File: config.mk
export PLATFORM = sky130hd
export DESIGN_NAME = hpc3_rand_feeder
export DESIGN_NICKNAME = d
export VERILOG_FILES = /design/src/rtl/hpc3_rand_feeder.sv
export SDC_FILE = /design/constraint.sdc
export NUM_CORES = 1
export LEC_CHECK = 0
export BUFFER_PORTS_ARGS = -buffer_cell sky130_fd_sc_hd__buf_2
export CORE_UTILIZATION = 35
export DETAILED_ROUTE_END_ITERATION = 16
export PLACE_DENSITY = 0.65
export SLEW_MARGIN = 25
export SYNTH_ARGS = -nofsm -noshare
export SYNTH_HDL_FRONTEND = slang
export SYNTH_SLANG_ARGS = --single-unit
File: constraint.sdc
create_clock -name in_clock -period 4 [get_ports in_clock]
set_clock_uncertainty 0.15 [all_clocks]
set_input_delay 0.4 -clock in_clock [delete_from_list [all_inputs] [get_ports in_clock]]
set_output_delay 0.4 -clock in_clock [all_outputs]
set_load 0.05 [all_outputs]
File: src/rtl/hpc3_rand_feeder.sv
// Fresh-randomness source for HPC3 masked multipliers: a bank of leap-forward
// 32-bit LFSRs, seeded word by word, advanced only on consumer draws.
module hpc3_rand_feeder #(
  parameter int NUM_SHARES    = 2,
  parameter int BIT_WIDTH     = 1,
  parameter int NUM_MULS      = 16,
  parameter int RESEED_PERIOD = 1024
) (
  input  logic                                        in_clock,
  input  logic                                        in_reset,
  input  logic [31:0]                                 in_seed,
  input  logic                                        in_seed_valid,
  output logic                                        out_seed_ready,
  input  logic                                        in_reseed,
  input  logic                                        in_enable,
  output logic                                        out_valid,
  output logic [NUM_MULS*(NUM_SHARES*(NUM_SHARES-1)/2)*BIT_WIDTH-1:0] out_r,
  output logic [NUM_MULS*(NUM_SHARES*(NUM_SHARES-1)/2)*BIT_WIDTH-1:0] out_p,
  output logic                                        out_reseed_req
);

  // Pairwise share products per multiplier, as counted by the AES package.
  function automatic int num_quad(input int n);
    return n * (n - 1) / 2;
  endfunction

  localparam int NUM_QUAD  = num_quad(NUM_SHARES);
  localparam int OUT_W     = NUM_MULS * NUM_QUAD * BIT_WIDTH;
  localparam int RAND_BITS = 2 * OUT_W;
  localparam int NUM_LFSR  = (RAND_BITS + 31) / 32;
  localparam int IDX_W     = (NUM_LFSR > 1) ? $clog2(NUM_LFSR) : 1;
  localparam int CNT_W     = $clog2(RESEED_PERIOD + 1);

  localparam logic [IDX_W-1:0] LAST_IDX   = IDX_W'(NUM_LFSR - 1);
  localparam logic [CNT_W-1:0] PERIOD_CNT = CNT_W'(RESEED_PERIOD);

  typedef enum logic [1:0] {
    UNSEEDED,
    SEED,
    RUN
  } state_t;

  state_t           state, state_next;
  logic [31:0]      lfsr_q [NUM_LFSR];
  logic [IDX_W-1:0] idx_q;
  logic [CNT_W-1:0] cnt_q;
  logic [32*NUM_LFSR-1:0] pool;
  logic             seed_fire;

  // Thirty-two single steps unrolled, so every draw yields a fully new word.
  function automatic logic [31:0] leap(input logic [31:0] s);
    logic [31:0] v;
    v = s;
    for (int i = 0; i < 32; i++) begin
      v = {v[30:0], v[31] ^ v[21] ^ v[1] ^ v[0]};
    end
    return v;
  endfunction

  assign seed_fire = in_seed_valid && out_seed_ready;

  always_ff @(posedge in_clock or negedge in_reset) begin
    if (!in_reset) state <= UNSEEDED;
    else           state <= state_next;
  end

  always_comb begin
    state_next     = state;
    out_seed_ready = 1'b0;
    out_valid      = 1'b0;
    case (state)
      UNSEEDED, SEED: begin
        out_seed_ready = 1'b1;
        if (seed_fire) state_next = (idx_q == LAST_IDX) ? RUN : SEED;
      end
      RUN: begin
        out_valid = 1'b1;
        if (in_reseed) state_next = SEED;
      end
      default: state_next = UNSEEDED;
    endcase
  end

  // A zero seed would lock the LFSR at zero forever, so it is loaded as 1.
  always_ff @(posedge in_clock or negedge in_reset) begin
    if (!in_reset) begin
      for (int k = 0; k < NUM_LFSR; k++) lfsr_q[k] <= 32'h0000_0001;
      idx_q <= '0;
      cnt_q <= '0;
    end else if (seed_fire) begin
      lfsr_q[idx_q] <= (in_seed == 32'h0) ? 32'h0000_0001 : in_seed;
      if (idx_q == LAST_IDX) begin
        idx_q <= '0;
        cnt_q <= '0;
      end else begin
        idx_q <= idx_q + 1'b1;
      end
    end else if (state == RUN) begin
      if (in_enable) begin
        for (int k = 0; k < NUM_LFSR; k++) lfsr_q[k] <= leap(lfsr_q[k]);
        if (cnt_q != PERIOD_CNT) cnt_q <= cnt_q + 1'b1;
      end
      if (in_reseed) begin
        idx_q <= '0;
        cnt_q <= '0;
      end
    end
  end

  always_comb begin
    pool = '0;
    for (int k = 0; k < NUM_LFSR; k++) pool[32*k +: 32] = lfsr_q[k];
  end

  assign out_r          = out_valid ? pool[OUT_W-1:0]       : '0;
  assign out_p          = out_valid ? pool[2*OUT_W-1:OUT_W] : '0;
  assign out_reseed_req = (state == RUN) && (cnt_q == PERIOD_CNT);

endmodule
Word-level counts from Yosys, hierarchy flattened
Index checks and enable logic that the tools add are counted.
{"block": "classes", "add_sub_neg": 2, "n_lt_le_gt_ge": 2, "eq_ne": 7, "mux": 24, "bitwise": 96, "n_reduce_logical": 15}
{"cell": "$mux 32", "n": 5}
{"cell": "$xor 1x1->1", "n": 96}
{"cell": "$mux 11", "n": 6}
{"cell": "$bwmux 32", "n": 1}
{"cell": "$logic_not 32->1", "n": 1}
{"cell": "$mux 16", "n": 2}
{"cell": "$add 11x1->11 const B", "n": 1}
{"cell": "$eq 11x11->1 const B", "n": 1}
{"cell": "$ne 11x11->1 const B", "n": 1}
{"cell": "$mux 1", "n": 6}
{"cell": "$mux 2", "n": 3}
{"cell": "$ne 2x2->1 const B", "n": 3}
{"cell": "$reduce_and 2->1", "n": 3}
{"cell": "$reduce_bool 2->1", "n": 3}
{"cell": "$reduce_bool 3->1", "n": 2}
{"cell": "$pmux 2 s2", "n": 1}
{"cell": "$reduce_and 4->1", "n": 1}
{"cell": "$logic_and 1x1->1", "n": 3}
{"cell": "$eq 2x1->1 const B", "n": 1}
{"cell": "$eq 2x2->1 const B", "n": 1}
{"cell": "$logic_not 2->1", "n": 1}
{"cell": "$reduce_or 2->1", "n": 1}
{"cell": "$add 1x1->1 const B", "n": 1}
{"cell": "$ge 1x1->1 const B", "n": 1}
{"cell": "$lt 1x1->1 const B", "n": 1}
{"block": "totals", "register_bits": 46, "in_bits": 37, "out_inout_bits": 35, "elab_cells": 150}

Logic depth before layout (Yosys ltp)
Gate-level depths: netlist of run 1.
{"block": "depth", "depth_word": 37, "mapped_depth": 11, "mapped_depth_nobuf": 9}

Worst setup path after synthesis of run 1
Ideal clock, no wire load.
{"block": "synth_path", "kind": "register to register", "from": "register lfsr_q[1] in the netlist's numbering", "to": "register lfsr_q[7] in the netlist's numbering", "setup_time_ps": 124, "arrival_ps": 2680, "t_required_ps": 3726, "setup_slack_ps": 1047, "path_stages_with_launch": 9, "path_buffers": 0, "period_less_slack_ps": 2953, "path_cell_list": "dfrtp_1 xnor3_2 xnor3_4 xor2_2 xor3_2 xnor2_2 xnor2_1 o31a_1 o21bai_1"}
{"block": "synth_via", "elab_chain_len": 29, "word_cells_on_any_way": 56, "classes_between": "mux: 3; bitwise: 53"}
{"item": "start: declaration", "line_no": "44", "text": "logic [31:0] lfsr_q [NUM_LFSR];"}
{"item": "start signal: indexed assignment", "line_no": "91", "text": "lfsr_q[idx_q] <= (in_seed == 32'h0) ? 32'h0000_0001 : in_seed;"}
{"item": "$xor 1x1->1 (25 in a row)", "line_no": "55", "text": "v = {v[30:0], v[31] ^ v[21] ^ v[1] ^ v[0]};"}
{"item": "$xor 1x1->1 *", "line_no": "55"}
{"item": "$mux 32 *", "line_no": "99", "text": "if (in_enable) begin"}
{"item": "$mux 32 *", "line_no": "98", "text": "end else if (state == RUN) begin"}
{"item": "$mux 32 *", "line_no": "90", "text": "end else if (seed_fire) begin"}
Mark *: on every way between the ends. The rest lies on a longest branch, timed or not. The select of a mux whose other input is x is not followed.
A chain may end at the register's enable or synchronous reset.

Final worst setup path of run 1
Same ends and word-level chain as after synthesis.

==> flow_metrics.tcl, run 1 <==
set metrics [dict create \
    track_usage_pct 17.76 \
    synthMuxAreaShare_pct 0.5337 \
    synthXorXnorAreaFrac_pct 37.59 \
    cp_slowest_cell "xnor3_4" \
    placedCellCount 585 \
    synth_seq_cells 45 \
    fin_cells 594 \
    syn-num-nets 436 \
    cp-start-kind "register" \
    diodes 0 \
    hold_viol_final 0 \
    dp_hpwl_mm 7.237 \
    async_reset_ff_share_pct 100.0 \
    cts-root-buf "clkbuf_8" \
    grt_pass1_wl_mm 15.41 \
    die_h_um 105.5 \
    worst_setup_path_end_kind "register" \
    status "completed" \
    drt-total-wl_mm 9.569 \
    postSynthCellCount 397 \
    cts_setup_buffers 0 \
    gpl.final_weighted_congestion 0.8907 \
    period_minus_slack_ns 3.331 \
    drv_cap 0 \
    path_class "register to register" \
    netlist.area_leader.share_pct 29.35 \
    multi_input_area_sq_um 2515 \
    synth.distinct_cells 46 \
    cts-buffers-inserted 5 \
    fmax_mhz 300.2 \
    final_common_cell "buf_2" \
    synth_adder_area_share_pct 0.6671 \
    pin_count 72 \
    route.detailed.drc 0 \
    clk_pin_slew_ns 0.10 \
    ant_nets 0 \
    drive_gt1_share_pct 22.71 \
    setup_tns_ns 0 \
    die_width_um 105.5 \
    grt_pass1_vias 3012 \
    layout.nets 496 \
    final_area_sq_um 4319 \
    drtPass1Iterations 4 \
    synth-simple-area-share_pct 18.25 \
    synth_area_sq_um 3751 \
    grt_antenna_before_repair 0 \
    crit_family "XOR/XNOR gates" \
    cts_tree "yes" \
    clock-sinks 45 \
    drv_slew 0 \
    path_cells "xnor3_2, xnor3_4, xor2_2, xor3_2, xnor2_2, xnor2_1, o31a_1, o21bai_1" \
    syn_to_final_growth_pct 15.14 \
    synth_edf_count 0 \
    ys_seq_area_share_pct 30.05 \
    synth_top_family_by_area "XOR/XNOR gates" \
    first_iter_violations 159 \
    ctsHtreeMaxLevel 2 \
    regArea_sq_um 1127 \
    rrSetupSlack_ns 0.67 \
    ys.flop_type "dfrtp_1" \
    finalSetupViolations 0 \
    worstMarginPinSlew_ns 1.003 \
    slowest_delay_ns 0.59 \
    path_buf_inv 0 \
    clock_latency_ns 0.30 \
    via_per_inst 4.911 \
    drt-wirelength-per-cell_um 16.11 \
    period_share_pct 83.28 \
    std_cell_rows 37 \
    rsz0062_at_grt "no" \
    cp.arrival_ns 3.38 \
    ys_warn_count 0 \
    core_sq_um 10370 \
    final_cell_mix "buf_2, xnor2_1, dfrtp_1" \
    worstHoldPathType "input pin to register" \
    start_util_pct 36.17 \
    syn_avg_cell_area_sq_um 9.449 \
    slew-limit-headroom_pct 32.99 \
    io_buffers 71 \
    clockBufferDepth 2 \
    place_area_sq_um 4213 \
    synthTopCellsByArea "dfrtp_1, xnor2_1, xnor3_1, xor2_1, and2_1" \
    num-fill-cells 1073 \
    yosys.area.top_type "dfrtp_1" \
    grt_max_degree 46 \
    cts_resized 0 \
    synth_compound_area_share_pct 9.940 \
    crit_required_ns 4.04 \
    path_max_fanout 6 \
    vias 2917 \
    die_area_sq_um 11140 \
    grt-ovfl-total 0 \
]
[final timing paths]
kind,from,endpoint,cells after the start
worst max-delay path,lfsr_q[1],lfsr_q[7],8
worst min-delay path,in_seed[28],lfsr_q[28],3
worst max register to register,lfsr_q[1],lfsr_q[7],8
worst min register to register,state[0],state[0],1
max in group asynchronous,in_reset,lfsr_q[30],2
min in group asynchronous,in_reset,cnt_q[1],2
[worst reg2reg max path: cells and delay by family, from the launching register on]
family          cells  cell delay (ns)
flops               1             0.49
xor+xnor            6             2.34
compound gates      2             0.25
[final cells by class]
class                      count  area share (%)
multi-input combinational    325           58.23
sequential                    45           26.10
timing repair buffer          76           9.212
tap                          136           3.940
clock buffer                   5           1.593
clock inverter                 3          0.5794
inverter                       4          0.3476
[through the flow]
stage / utilization [%] / worst slack (ns) / hold slack [ns]
3_5_place_dp: 40.63 / 0.6723 / 0.3348
4_1_cts: 41.53 / 0.6590 / 0.1559
6_report: 41.65 / 0.6687 / 0.1646
2_1_floorplan: - / 1.047 / -0.04559
5_1_grt: 41.65 / 0.4988 / 0.1495
3_3_place_gp: 40.63 / 0.6880 / 0.3271
[cell usage after synthesis, types with 3 or more instances]
library cell  number
xnor2_1           53
dfrtp_1           44
nand2_1           37
nor2_1            37
and2_1            34
xor2_1            32
a21oi_1           19
clkbuf_1          19
o21ai_1           14
o21ai_0           13
xnor3_1           13
nor4_1            10
xnor2_2            9
and3_1             6
nand4_1            4
or3_1              4
a22o_1             3
inv_1              3
nand3_1            3
o211ai_1           3
xor2_2             3
[timing repair]
item                                    in CTS  in global routing
hold buffers                                 0                  1
hold endpoints to repair                     0                 44
endpoints found under the setup margin       0                  0
[logic make-up after synthesis]
group / count (synthesis)
buf+inv: 27
fa+ha+maj: 2
compound gates: 64
mux: 2
xor+xnor: 117
flops: 45
simple gates: 140
[layer usage]
layer	share of wire, %	vias to the layer above	global-route usage, %
met5	0	-	0
met4	1.5	0	5.456
met3	4.1	9	2.288
met2	50	67	30.83
met1	44	1400	22.99
li1	-	1441	-
[state kept, by name, summed over array words and instances (netlist names)]
register,count
lfsr_q,32
cnt_q,11
state,2
Power of run 1 is not shown: default switching activity piles up to over one toggle a cycle in this logic, so the estimate is an artifact.
==> run 2: changes to the inputs <==
==> constraint.sdc (replaced) <==
create_clock -name in_clock -period 3.4 [get_ports in_clock]
set_clock_uncertainty 0.15 [all_clocks]
set_input_delay 0.34 -clock in_clock [delete_from_list [all_inputs] [get_ports in_clock]]
set_output_delay 0.34 -clock in_clock [all_outputs]
set_load 0.05 [all_outputs]
==> run 2 against run 1 <==
First-iteration DRC count up 3.1%. Global-route usage increased by 0.73 points. Maximum frequency increased by 4.8%. Sequential cell count is the same.
==> flow_metrics.tcl, run 2 (same netlist as run 1, synthesis figures left out) <==
set metrics [dict create \
    cp-start-kind "register" \
    hold-path-endpoint "lfsr_q[29]" \
    clk_pin_slew_ns 0.08 \
    drt-total-wl_mm 9.829 \
    start_util_pct 36.17 \
    cp.arrival_ns 3.25 \
    path_class "register to register" \
    worstHoldPathType "input pin to register" \
    std_cell_rows 37 \
    reg_top3 "lfsr_q (32), cnt_q (11), state (2)" \
    track_usage_pct 18.50 \
    grt-ovfl-total 0 \
    period_minus_slack_ns 3.179 \
    min_from "in_seed[29]" \
    core_sq_um 10370 \
    path_max_fanout 6 \
    drtPass1Iterations 4 \
    dp_hpwl_mm 7.591 \
    die_h_um 105.5 \
    die_area_sq_um 11140 \
    grt_antenna_before_repair 0 \
    route.detailed.drc 0 \
    via_per_inst 4.973 \
    fmax_mhz 314.6 \
    whs_path_depth 3 \
    grt_pass1_wl_mm 16.15 \
    rsz0062_at_grt "no" \
    ant_nets 0 \
    worst_setup_path_end_kind "register" \
    worstReg2RegEnd "lfsr_q[1]" \
    io_buffers 71 \
    first_iter_violations 164 \
    setup_tns_ns 0 \
    path_cells "xnor3_2, xnor3_4, xnor2_2, xor3_1, xnor2_1, or3_1, a31oi_1" \
    largest_register_ffs 32 \
    slew-limit-headroom_pct 53.22 \
    r2r_start "lfsr_q[1]" \
    cts-buffers-inserted 5 \
    layout.nets 503 \
    clock_latency_ns 0.31 \
    pin_count 72 \
    vias 2989 \
    crit_required_ns 3.47 \
    cts-root-buf "clkbuf_8" \
    period_share_pct 93.50 \
    drv_slew 0 \
    worstMarginPinSlew_ns 0.7000 \
    diodes 0 \
    drive_gt1_share_pct 23.87 \
    slowest_delay_ns 0.62 \
    finalSetupViolations 0 \
    rrSetupSlack_ns 0.22 \
    cp_slowest_cell "xnor3_4" \
    grt_max_degree 46 \
    ctsHtreeMaxLevel 2 \
    regMostFlops "lfsr_q" \
    cts_tree "yes" \
    final_cell_mix "buf_2, xnor2_1, dfrtp_1" \
    clockBufferDepth 2 \
    drv_cap 0 \
    num-fill-cells 1069 \
    r2r_cells 7 \
    syn_to_final_growth_pct 16.48 \
    cts_setup_buffers 0 \
    status "completed" \
    die_width_um 105.5 \
    hold_viol_final 0 \
    gpl.final_weighted_congestion 0.9161 \
    final_common_cell "buf_2" \
    grt_pass1_vias 3102 \
    clock-sinks 45 \
    drt-wirelength-per-cell_um 16.35 \
]
run 2: worst max-delay path: cells and delay by family, from the launching register on:
| kind | cells | cell delay (ns) |
|---|---|---|
| xor+xnor | 5 | 2.02 |
| flops | 1 | 0.45 |
| compound gates | 1 | 0.18 |
| simple gates | 1 | 0.30 |
run 2: metal layers:
metal,part of all wire [%],GRT usage (%)
met5,0,0
met4,2.2,6.448
met3,3.9,2.597
met2,51,32.85
met1,43,22.88
run 2: metrics by stage:
step	std cells	hold WS (ns)	setup slack, ns	util (%)	cell area (sq um)
after floorplan	397	-0.1056	0.4465	-	3751
after global placement	592	0.3250	0.3175	41.13	4265
after detailed placement	592	0.3312	0.2387	41.13	4265
after CTS	600	0.08206	0.2058	42.01	4357
after global routing	601	0.1192	0.002613	42.13	4369
final	601	0.1050	0.2210	42.13	4369
run 2: final cells by class:
type	count	area [sq um]	area share [%]
sequential	45	1127	25.80
timing repair buffer	83	450.4	10.31
clock buffer	5	68.82	1.575
tap	136	170.2	3.895
clock inverter	3	22.52	0.5155
multi-input combinational	325	2515	57.56
inverter	4	15.01	0.3436
run 2: timing repair:
action | in CTS | in global routing
endpoints found under the setup margin | 0 | 0
hold endpoints to repair | 0 | 44
hold buffers | 0 | 1
resized for setup | 0 | 0
run 2: worst max-delay path by stage:
stage / startpoint / to / slack [ns] / cells past startpoint
after detailed placement: lfsr_q[1] / lfsr_q[1] / 0.24 / 7
after global placement: lfsr_q[1] / lfsr_q[1] / 0.32 / 7
after global routing: lfsr_q[1] / lfsr_q[1] / 0.003 / 8
after CTS: lfsr_q[1] / lfsr_q[1] / 0.21 / 7
after floorplan: lfsr_q[1] / lfsr_q[7] / 0.45 / 8
final: lfsr_q[1] / lfsr_q[1] / 0.22 / 7
Power of run 2 is left out for the same reason.
